### src/rtl/bf_prog_loader.sv
// Brainfuck program loader: filters UART bytes, run-length packs + - > <,
// and streams 8-bit instruction words into program memory ending with END.
module bf_prog_loader #(
  parameter int ADDR_W = 5,
  parameter int DATA_W = 8
) (
  input  logic              clk_i,
  input  logic              rst_i,
  input  logic              prog_mode_i,
  input  logic              rx_valid_i,
  input  logic [7:0]        rx_data_i,
  output logic              mem_we_o,
  output logic [ADDR_W-1:0] mem_addr_o,
  output logic [DATA_W-1:0] mem_wdata_o,
  output logic              busy_o,
  output logic [ADDR_W:0]   prog_len_o,
  output logic              overflow_o,
  output logic              bracket_err_o
);

  localparam logic [2:0] S_IDLE  = 3'd0;
  localparam logic [2:0] S_LOAD  = 3'd1;
  localparam logic [2:0] S_FLUSH = 3'd2;
  localparam logic [2:0] S_ENDW  = 3'd3;
  localparam logic [2:0] S_DONE  = 3'd4;

  localparam logic [DATA_W-1:0] END_W = '1;
  localparam logic [ADDR_W:0]   ONE   = 1;
  localparam logic [ADDR_W:0]   DMAX  = '1;

  logic [2:0]        state, state_n;
  logic              mode_q, mode_q2;
  logic              rise, fall;
  logic              pv, pv_n;
  logic [2:0]        po, po_n;
  logic [4:0]        pc, pc_n;
  logic [ADDR_W:0]   depth, depth_n;
  logic              berr_set;
  logic              wr;
  logic [DATA_W-1:0] wr_word;
  logic              is_bf, is_term;
  logic [2:0]        op;
  logic              full;

  assign rise    = mode_q & ~mode_q2;
  assign fall    = ~mode_q & mode_q2;
  assign is_term = (rx_data_i == 8'h21);
  assign full    = prog_len_o[ADDR_W];

  always_comb begin
    is_bf = 1'b1;
    op    = 3'd0;
    case (rx_data_i)
      8'h3E:   op = 3'd0;
      8'h3C:   op = 3'd1;
      8'h2B:   op = 3'd2;
      8'h2D:   op = 3'd3;
      8'h2E:   op = 3'd4;
      8'h2C:   op = 3'd5;
      8'h5B:   op = 3'd6;
      8'h5D:   op = 3'd7;
      default: is_bf = 1'b0;
    endcase
  end

  always_comb begin
    state_n  = state;
    pv_n     = pv;
    po_n     = po;
    pc_n     = pc;
    depth_n  = depth;
    berr_set = 1'b0;
    wr       = 1'b0;
    wr_word  = {po, pc};
    if (rise) begin
      state_n = S_LOAD;
      pv_n    = 1'b0;
      depth_n = '0;
    end else begin
      unique case (state)
        S_LOAD: begin
          if (rx_valid_i && is_bf) begin
            if (!op[2] && pv && po == op && pc != 5'd31) begin
              pc_n = pc + 5'd1;
            end else begin
              wr   = pv;
              pv_n = 1'b1;
              po_n = op;
              pc_n = 5'd0;
            end
            if (op == 3'd6 && depth != DMAX)
              depth_n = depth + ONE;
            if (op == 3'd7) begin
              if (depth == '0) berr_set = 1'b1;
              else depth_n = depth - ONE;
            end
          end
          if ((rx_valid_i && is_term) || fall) begin
            // a char landing with the mode drop is still owed a slot
            if (rx_valid_i && is_bf) begin
              state_n = S_FLUSH;
            end else if (pv) begin
              wr      = 1'b1;
              pv_n    = 1'b0;
              state_n = S_ENDW;
            end else begin
              wr       = 1'b1;
              wr_word  = END_W;
              berr_set = (depth != '0);
              state_n  = S_DONE;
            end
          end
        end
        S_FLUSH: begin
          wr      = pv;
          pv_n    = 1'b0;
          state_n = S_ENDW;
        end
        S_ENDW: begin
          wr       = 1'b1;
          wr_word  = END_W;
          berr_set = (depth != '0);
          state_n  = S_DONE;
        end
        S_IDLE, S_DONE: ;
        default: state_n = S_IDLE;
      endcase
    end
  end

  always_ff @(posedge clk_i or negedge rst_i) begin
    if (!rst_i) begin
      state         <= S_IDLE;
      mode_q        <= 1'b0;
      mode_q2       <= 1'b0;
      pv            <= 1'b0;
      po            <= 3'd0;
      pc            <= 5'd0;
      depth         <= '0;
      mem_we_o      <= 1'b0;
      mem_addr_o    <= '0;
      mem_wdata_o   <= '0;
      busy_o        <= 1'b0;
      prog_len_o    <= '0;
      overflow_o    <= 1'b0;
      bracket_err_o <= 1'b0;
    end else begin
      mode_q   <= prog_mode_i;
      mode_q2  <= mode_q;
      state    <= state_n;
      pv       <= pv_n;
      po       <= po_n;
      pc       <= pc_n;
      depth    <= depth_n;
      mem_we_o <= 1'b0;
      if (rise) begin
        prog_len_o    <= '0;
        overflow_o    <= 1'b0;
        bracket_err_o <= 1'b0;
        busy_o        <= 1'b1;
      end else begin
        if (berr_set) bracket_err_o <= 1'b1;
        if (state == S_DONE) busy_o <= 1'b0;
        if (wr) begin
          if (full) begin
            overflow_o <= 1'b1;
          end else begin
            mem_we_o    <= 1'b1;
            mem_addr_o  <= prog_len_o[ADDR_W-1:0];
            mem_wdata_o <= wr_word;
            prog_len_o  <= prog_len_o + ONE;
          end
        end
      end
    end
  end

endmodule

### config.mk
export PLATFORM = sky130hd
export DESIGN_NAME = bf_prog_loader
export DESIGN_NICKNAME = d
export VERILOG_FILES = /design/src/rtl/bf_prog_loader.sv
export SDC_FILE = /design/constraint.sdc
export NUM_CORES = 1
export LEC_CHECK = 0
export CAP_MARGIN = 10
export CORE_UTILIZATION = 55
export CTS_CLUSTER_DIAMETER = 60
export DETAILED_ROUTE_END_ITERATION = 10
export PLACE_DENSITY = 0.91
export SLEW_MARGIN = 0
export SYNTH_ARGS = -nofsm -noshare
export SYNTH_HDL_FRONTEND = slang
export SYNTH_SLANG_ARGS = --single-unit
### constraint.sdc
create_clock -name clk_i -period 4.4 [get_ports clk_i]
set_input_delay 0.88 -clock clk_i [delete_from_list [all_inputs] [get_ports clk_i]]
set_output_delay 0.88 -clock clk_i [all_outputs]
set_load 0.02 [all_outputs]
==> results of run 1 <==
## cells by family after synthesis
logic type | count (synthesis) | share of synthesized area
flip-flops | 43 | 0.4477
XOR/XNOR | 3 | 0.01093
adder cells (fa/ha/maj) | 6 | 0.03123
multiplexers | 14 | 0.06455
buffers and inverters | 26 | 0.04893
AO/OA/AOI/OAI | 60 | 0.1702
AND/OR/NAND/NOR | 100 | 0.2264
## placed cells by master, fill, tap and decap left out, types with 2 or more instances in the layout
cell type and n:
clkbuf_8 5, nand3_1 5, or3_1 9, ha_1 6, o211ai_1 2, inv_1 18
nand2_1 22, nor4_1 3, a31oi_1 2, nor2_1 29, a32oi_1 2, and3_1 2
xnor2_1 2, nand4_1 3, or2_2 2, dfrtp_1 43, o41ai_1 2, mux2_1 4
a21oi_1 16, o21ai_0 18, mux2_4 2, o311ai_0 2, nor2b_1 3, mux2i_1 8
clkdlybuf4s50_1 33, nand2b_1 10
## power breakdown
group          switching [uW]  internal [uW]  leakage (uW)  total (uW)
registers                65.0            461      0.000572         526
clock network             133            111     0.0000412         244
logic                     210            175      0.000652         385
total                     408            747       0.00126        1160
## per-layer routing
layer	global-route usage	vias up	part of all wire
li1	-	969	-
met1	0.3102	973	0.44
met2	0.4007	60	0.49
met3	0.04833	16	0.040
met4	0.1224	0	0.028
met5	0	-	0
## area by class of cell
type	instances	share of cell area
well taps	50	0.02200
flip-flops and latches	43	0.3784
multi-input cells	183	0.4254
inverters	18	0.02376
repair buffers	35	0.1205
clock inverters	2	0.004399
clock buffers	6	0.02552
## critical path, cell delays in order
cell and delay, ns:
clkdlybuf4s50_1 0.52, nand2b_1 0.23, nor4_1 0.49, o21ai_2 0.17, nor3_4 0.27, a31oi_4 0.17, or3_1 0.65, mux2_1 0.43
## registers in the layout (all words and copies together) (netlist names)
register / cells
mem_wdata_o: 8
depth: 6
prog_len_o: 6
mem_addr_o: 5
pc: 5
po: 3
state: 3
bracket_err_o: 1
busy_o: 1
mem_we_o: 1
mode_q: 1
mode_q2: 1
overflow_o: 1
pv: 1
## worst max-delay path by stage
stage | from | end | slack, ns | cells after the start
3_3_place_gp | rx_data_i[7] | mem_addr_o[2] | 0.64 | 8
3_5_place_dp | rx_data_i[6] | mem_addr_o[2] | 0.48 | 8
4_1_cts | rx_data_i[6] | mem_addr_o[2] | 0.76 | 8
6_report | rx_data_i[6] | mem_addr_o[2] | 0.76 | 8
5_1_grt | rx_data_i[6] | mem_addr_o[0] | 0.58 | 8
2_1_floorplan | rx_data_i[4] | mem_addr_o[3] | 1.42 | 9
## metrics by stage
step / util / std cells / power, uW / hold WS (ns)
floorplan: - / 252 / 772.1 / 0.3748
detailed placement: 0.6751 / 329 / 917.0 / 0.4098
global placement: 0.6751 / 329 / 902.8 / 0.4020
global route: 0.6960 / 337 / 1232 / 0.4501
finish: 0.6960 / 337 / 1155 / 0.4241
CTS: 0.6960 / 337 / 1161 / 0.4281
==> results.json, run 1 <==
{
  "hold_violations": 0,
  "die_y_microns": 68.11,
  "antenna_found_initial": 0,
  "p_per_area_nw_per_um2": 406.1,
  "maxSlewViolCount": 0,
  "drtIter0Drc": 108,
  "synth-edff-count": 0,
  "hold_path.startpoint": "mode_q",
  "synthFlopType": "dfrtp_1",
  "worstSetupStartpointType": "primary input",
  "fin_skew_ns": 0.005236,
  "yosys.area.top_type": "dfrtp_1",
  "finalSetupTns_ns": 0,
  "p_leak_uw": 0.001265,
  "die_area_sq_um": 4638,
  "start_util": 0.5882,
  "fill_cells": 308,
  "synth_cell_types": 57,
  "viasPerCell": 5.988,
  "dp_hpwl_microns": 3444,
  "core_area_sq_um": 4086,
  "fin_nets": 304,
  "hold_end": "mode_q2",
  "drc": 0,
  "drive_above_1_share": 0.07317,
  "rows": 23,
  "die_w_microns": 68.11,
  "post_cts_resized": 0,
  "period_share": 0.8269,
  "drtPass1Iterations": 4,
  "post_cts_buffers": 0,
  "avgRoutedWirePerCell_microns": 14.53,
  "multi_input_area_sq_um": 1210,
  "grt_pass1_vias": 1901,
  "cts.clk_slew.worst_paths_ns": 0.08,
  "worstHoldPathCells": 0,
  "synth_area_sq_um": 2404,
  "setup_violations": 0,
  "hold_buffers": 0,
  "finalWirelength_microns": 4897,
  "hold_class": "reg -> reg",
  "cts_tree": "yes",
  "ys_seq_area_frac": 0.4477,
  "grt_start_max_net_pins": 44,
  "crit_path_end_kind": "flip-flop",
  "grt_use_total": 0.2463,
  "rr_startpoint": "pc[0]",
  "tightest_slew_ns": 0.9385,
  "yosysWarnings": 0,
  "synth_most_common_cell": "dfrtp_1",
  "async_flop_share": 1.000,
  "yosys.area.top_type_share": 0.4477,
  "synthCells": 252,
  "cap_violations": 0,
  "syn-num-nets": 270,
  "portBuffers": 34,
  "postSynthRegisterBits": 43,
  "cts_sinks": 43,
  "vdd_ir_drop_max_v": 0.0002648,
  "root_buffer": "clkbuf_8",
  "syn2layout_area_growth_pct": 18.32,
  "period_needed_ns": 3.639,
  "r2r_end": "mem_addr_o[2]",
  "crit_type": "in -> reg",
  "synth_area_leaders": "dfrtp_1, nor2_1, o21ai_0",
  "worstPathRequired_ns": 4.58,
  "crit_arrival_ns": 3.82,
  "layout.area.seq_sq_um": 1076,
  "synth_commonest_cells": "dfrtp_1, nor2_1, nand2_1",
  "gr-total-overflow": 0,
  "fin_area_sq_um": 2844,
  "status": "finished, final reports clean",
  "rsz0062_at_grt": "no",
  "vias": 2018,
  "reg2reg_depth": 8,
  "setup_ws_ns": 0.7615,
  "ctsHtreeMaxLevel": 2,
  "slew_headroom": 0.3743,
  "crit_fanout": 14,
  "max_freq_mhz": 274.8,
  "cts_buffers": 5,
  "place_congestion": 0.9130,
  "grt_pass1_wl_microns": 8418,
  "dpl_cell_area_sq_um": 2759,
  "clock_latency_ns": 0.29,
  "avgSynthCellArea_sq_um": 9.538,
  "cts_buffer_depth": 2,
  "io_pins": 35,
  "antenna_left": 0,
  "antennaDiodeCount": 0,
  "post-place-ws_ns": 0.4769,
  "reg2reg_setup_slack_ns": 1.39
}
Note: power is estimated with default switching activity, not from simulation.
==> inputs of run 2 (changes only) <==
Settings changed: CORE_UTILIZATION 55 to 54, PLACE_DENSITY 0.91 to 0.89.
Clock period 4.4 ns to 3.4 ns, I/O delays scaled along.
==> run 2 against run 1 <==
Global-route usage shrank 1.3 points. First-iteration DRC count up 19%. Count of clock-buffer cells in the layout grew 1. Critical path type unchanged. Sequential share of layout area decreased by 0.93 points. Hold slack gained 0.011 ns. Register-to-register slack got worse by 0.52 ns. Critical path depth up 1. Utilization up 0.75 points. Worst setup slack worse by 0.38 ns. Flip-flop and latch count stayed put. Clock power is 46% higher. Final area increased by 2.5%.
==> results.json, run 2 (synthesized netlist as in run 1, its figures left out) <==
{
  "cts_buffers": 5,
  "cts_buffer_depth": 2,
  "die_area_sq_um": 4722,
  "grt_util_met1": 0.2802,
  "slew_headroom": 0.3683,
  "ctsHtreeMaxLevel": 2,
  "rows": 23,
  "avgRoutedWirePerCell_microns": 14.07,
  "portBuffers": 34,
  "drc": 0,
  "largest_reg_flops": 8,
  "drive_above_1_share": 0.09864,
  "top_regs": "mem_wdata_o x8, depth x6, prog_len_o x6",
  "place_congestion": 0.8524,
  "worstSetupStartpointType": "primary input",
  "dp_hpwl_microns": 3531,
  "worstPathRequired_ns": 3.58,
  "final_util": 0.7035,
  "reg2reg_setup_slack_ns": 0.87,
  "antenna_left": 0,
  "grt_use_total": 0.2332,
  "post_cts_resized": 0,
  "drtPass1Iterations": 5,
  "grt_pass1_vias": 1853,
  "fin_nets": 311,
  "grt_start_max_net_pins": 44,
  "top_register": "mem_wdata_o",
  "p_leak_uw": 0.001308,
  "vdd_ir_drop_max_v": 0.0003454,
  "viasPerCell": 5.770,
  "top_usage_layer": "met2",
  "cp_slowest_cell": "clkdlybuf4s50_1",
  "most-common-layout-cells": "dfrtp_1, clkdlybuf4s50_1, nor2_1, nand2_1",
  "dpl_cell_area_sq_um": 2811,
  "hold_buffers": 0,
  "mostFrequentLayoutCell": "dfrtp_1",
  "rsz0062_at_grt": "no",
  "drtIter0Drc": 128,
  "finalSetupTns_ns": 0,
  "root_buffer": "clkbuf_8",
  "grt_use_met3": 0.04934,
  "crit_fanout": 9,
  "core_area_sq_um": 4144,
  "p_per_area_nw_per_um2": 533.6,
  "power_uw": 1556,
  "place_inst": 336,
  "vias": 1985,
  "cts_sinks": 43,
  "start_util": 0.5800,
  "crit_chain": "clkdlybuf4s50_1 > nor4bb_2 > o211a_1 > o21ai_2 > nor3_4 > a31oi_4 > or3_1 > buf_4 > mux2i_1",
  "grt_pass1_wl_microns": 8135,
  "cp_num_buf_inv": 2,
  "die_y_microns": 68.72,
  "antenna_found_initial": 0,
  "fill_cells": 315,
  "setup_violations": 0,
  "cap_violations": 0,
  "clock_latency_ns": 0.30,
  "period_needed_ns": 3.017,
  "crit_family": "simple AND/OR/NAND/NOR gates",
  "finalWirelength_microns": 4841,
  "use_met2": 0.4203,
  "crit_arrival_ns": 3.20,
  "hold_violations": 0,
  "slowest_delay_ns": 0.57,
  "fin_cells": 344,
  "gr-total-overflow": 0,
  "antennaDiodeCount": 0,
  "io_pins": 35,
  "syn2layout_area_growth_pct": 21.29,
  "maxSlewViolCount": 0,
  "period_share": 0.8875,
  "crit_type": "in -> reg",
  "status": "finished, final reports clean",
  "hold_class": "reg -> reg",
  "die_w_microns": 68.72,
  "cts_tree": "yes",
  "crit_path_end_kind": "flip-flop",
  "fin_area_sq_um": 2915,
  "tightest_slew_ns": 0.9476,
  "fin_skew_ns": 0.003896,
  "max_freq_mhz": 331.4,
  "cts.clk_slew.worst_paths_ns": 0.08,
  "post_cts_buffers": 0
}
run 2: cell type report:
cell class / count / area (sq um) / area share
clock inverters: 1 / 7.507 / 0.002575
flip-flops and latches: 43 / 1076 / 0.3691
clock buffers: 7 / 96.34 / 0.03305
well taps: 50 / 62.56 / 0.02146
repair buffers: 42 / 395.4 / 0.1356
inverters: 18 / 67.56 / 0.02318
multi-input cells: 183 / 1210 / 0.4150
run 2: stage by stage:
stage / hold slack (ns) / setup slack [ns]
after floorplan: 0.3748 / 0.6203
after global placement: 0.4135 / 0.1437
after detailed placement: 0.4189 / 0.04938
after CTS: 0.4379 / 0.3692
after global routing: 0.4541 / 0.1711
final: 0.4348 / 0.3826
run 2: final timing paths:
check,from,cells past startpoint,end
max,rx_data_i[6],9,mem_wdata_o[5]
min,mode_q,0,mode_q2
max reg2reg,pc[0],9,mem_wdata_o[5]
min reg2reg,mode_q,0,mode_q2
max in group asynchronous,rst_i,1,depth[3]
min in group asynchronous,rst_i,1,mem_wdata_o[5]
run 2: worst reg2reg max path, cell delays in order (launching register included):
cell       delay [ns]
dfrtp_1          0.43
ha_1             0.25
and3_1           0.19
ha_1             0.18
nor3b_1          0.23
o2111ai_2        0.22
a31oi_4          0.21
or3_1            0.28
buf_4            0.25
mux2i_1          0.21
run 2: power by group:
part	internal, uW	leakage [uW]	total [uW]	switching [uW]
clock network	185	0.0000505	356	172
logic	239	0.000685	514	275
registers	597	0.000572	686	88.6
run 2: metal layers:
layer	wire length, microns	vias up
met1	2084	939
met5	0	-
met2	2467	59
met4	57	0
li1	-	980
met3	233	7
==> inputs of run 3 (changes only) <==
Settings changed: HOLD_SLACK_MARGIN from default to 0.06.
==> results of run 3 <==
No change in the layout: final DEF, timing and power equal those of run 2.
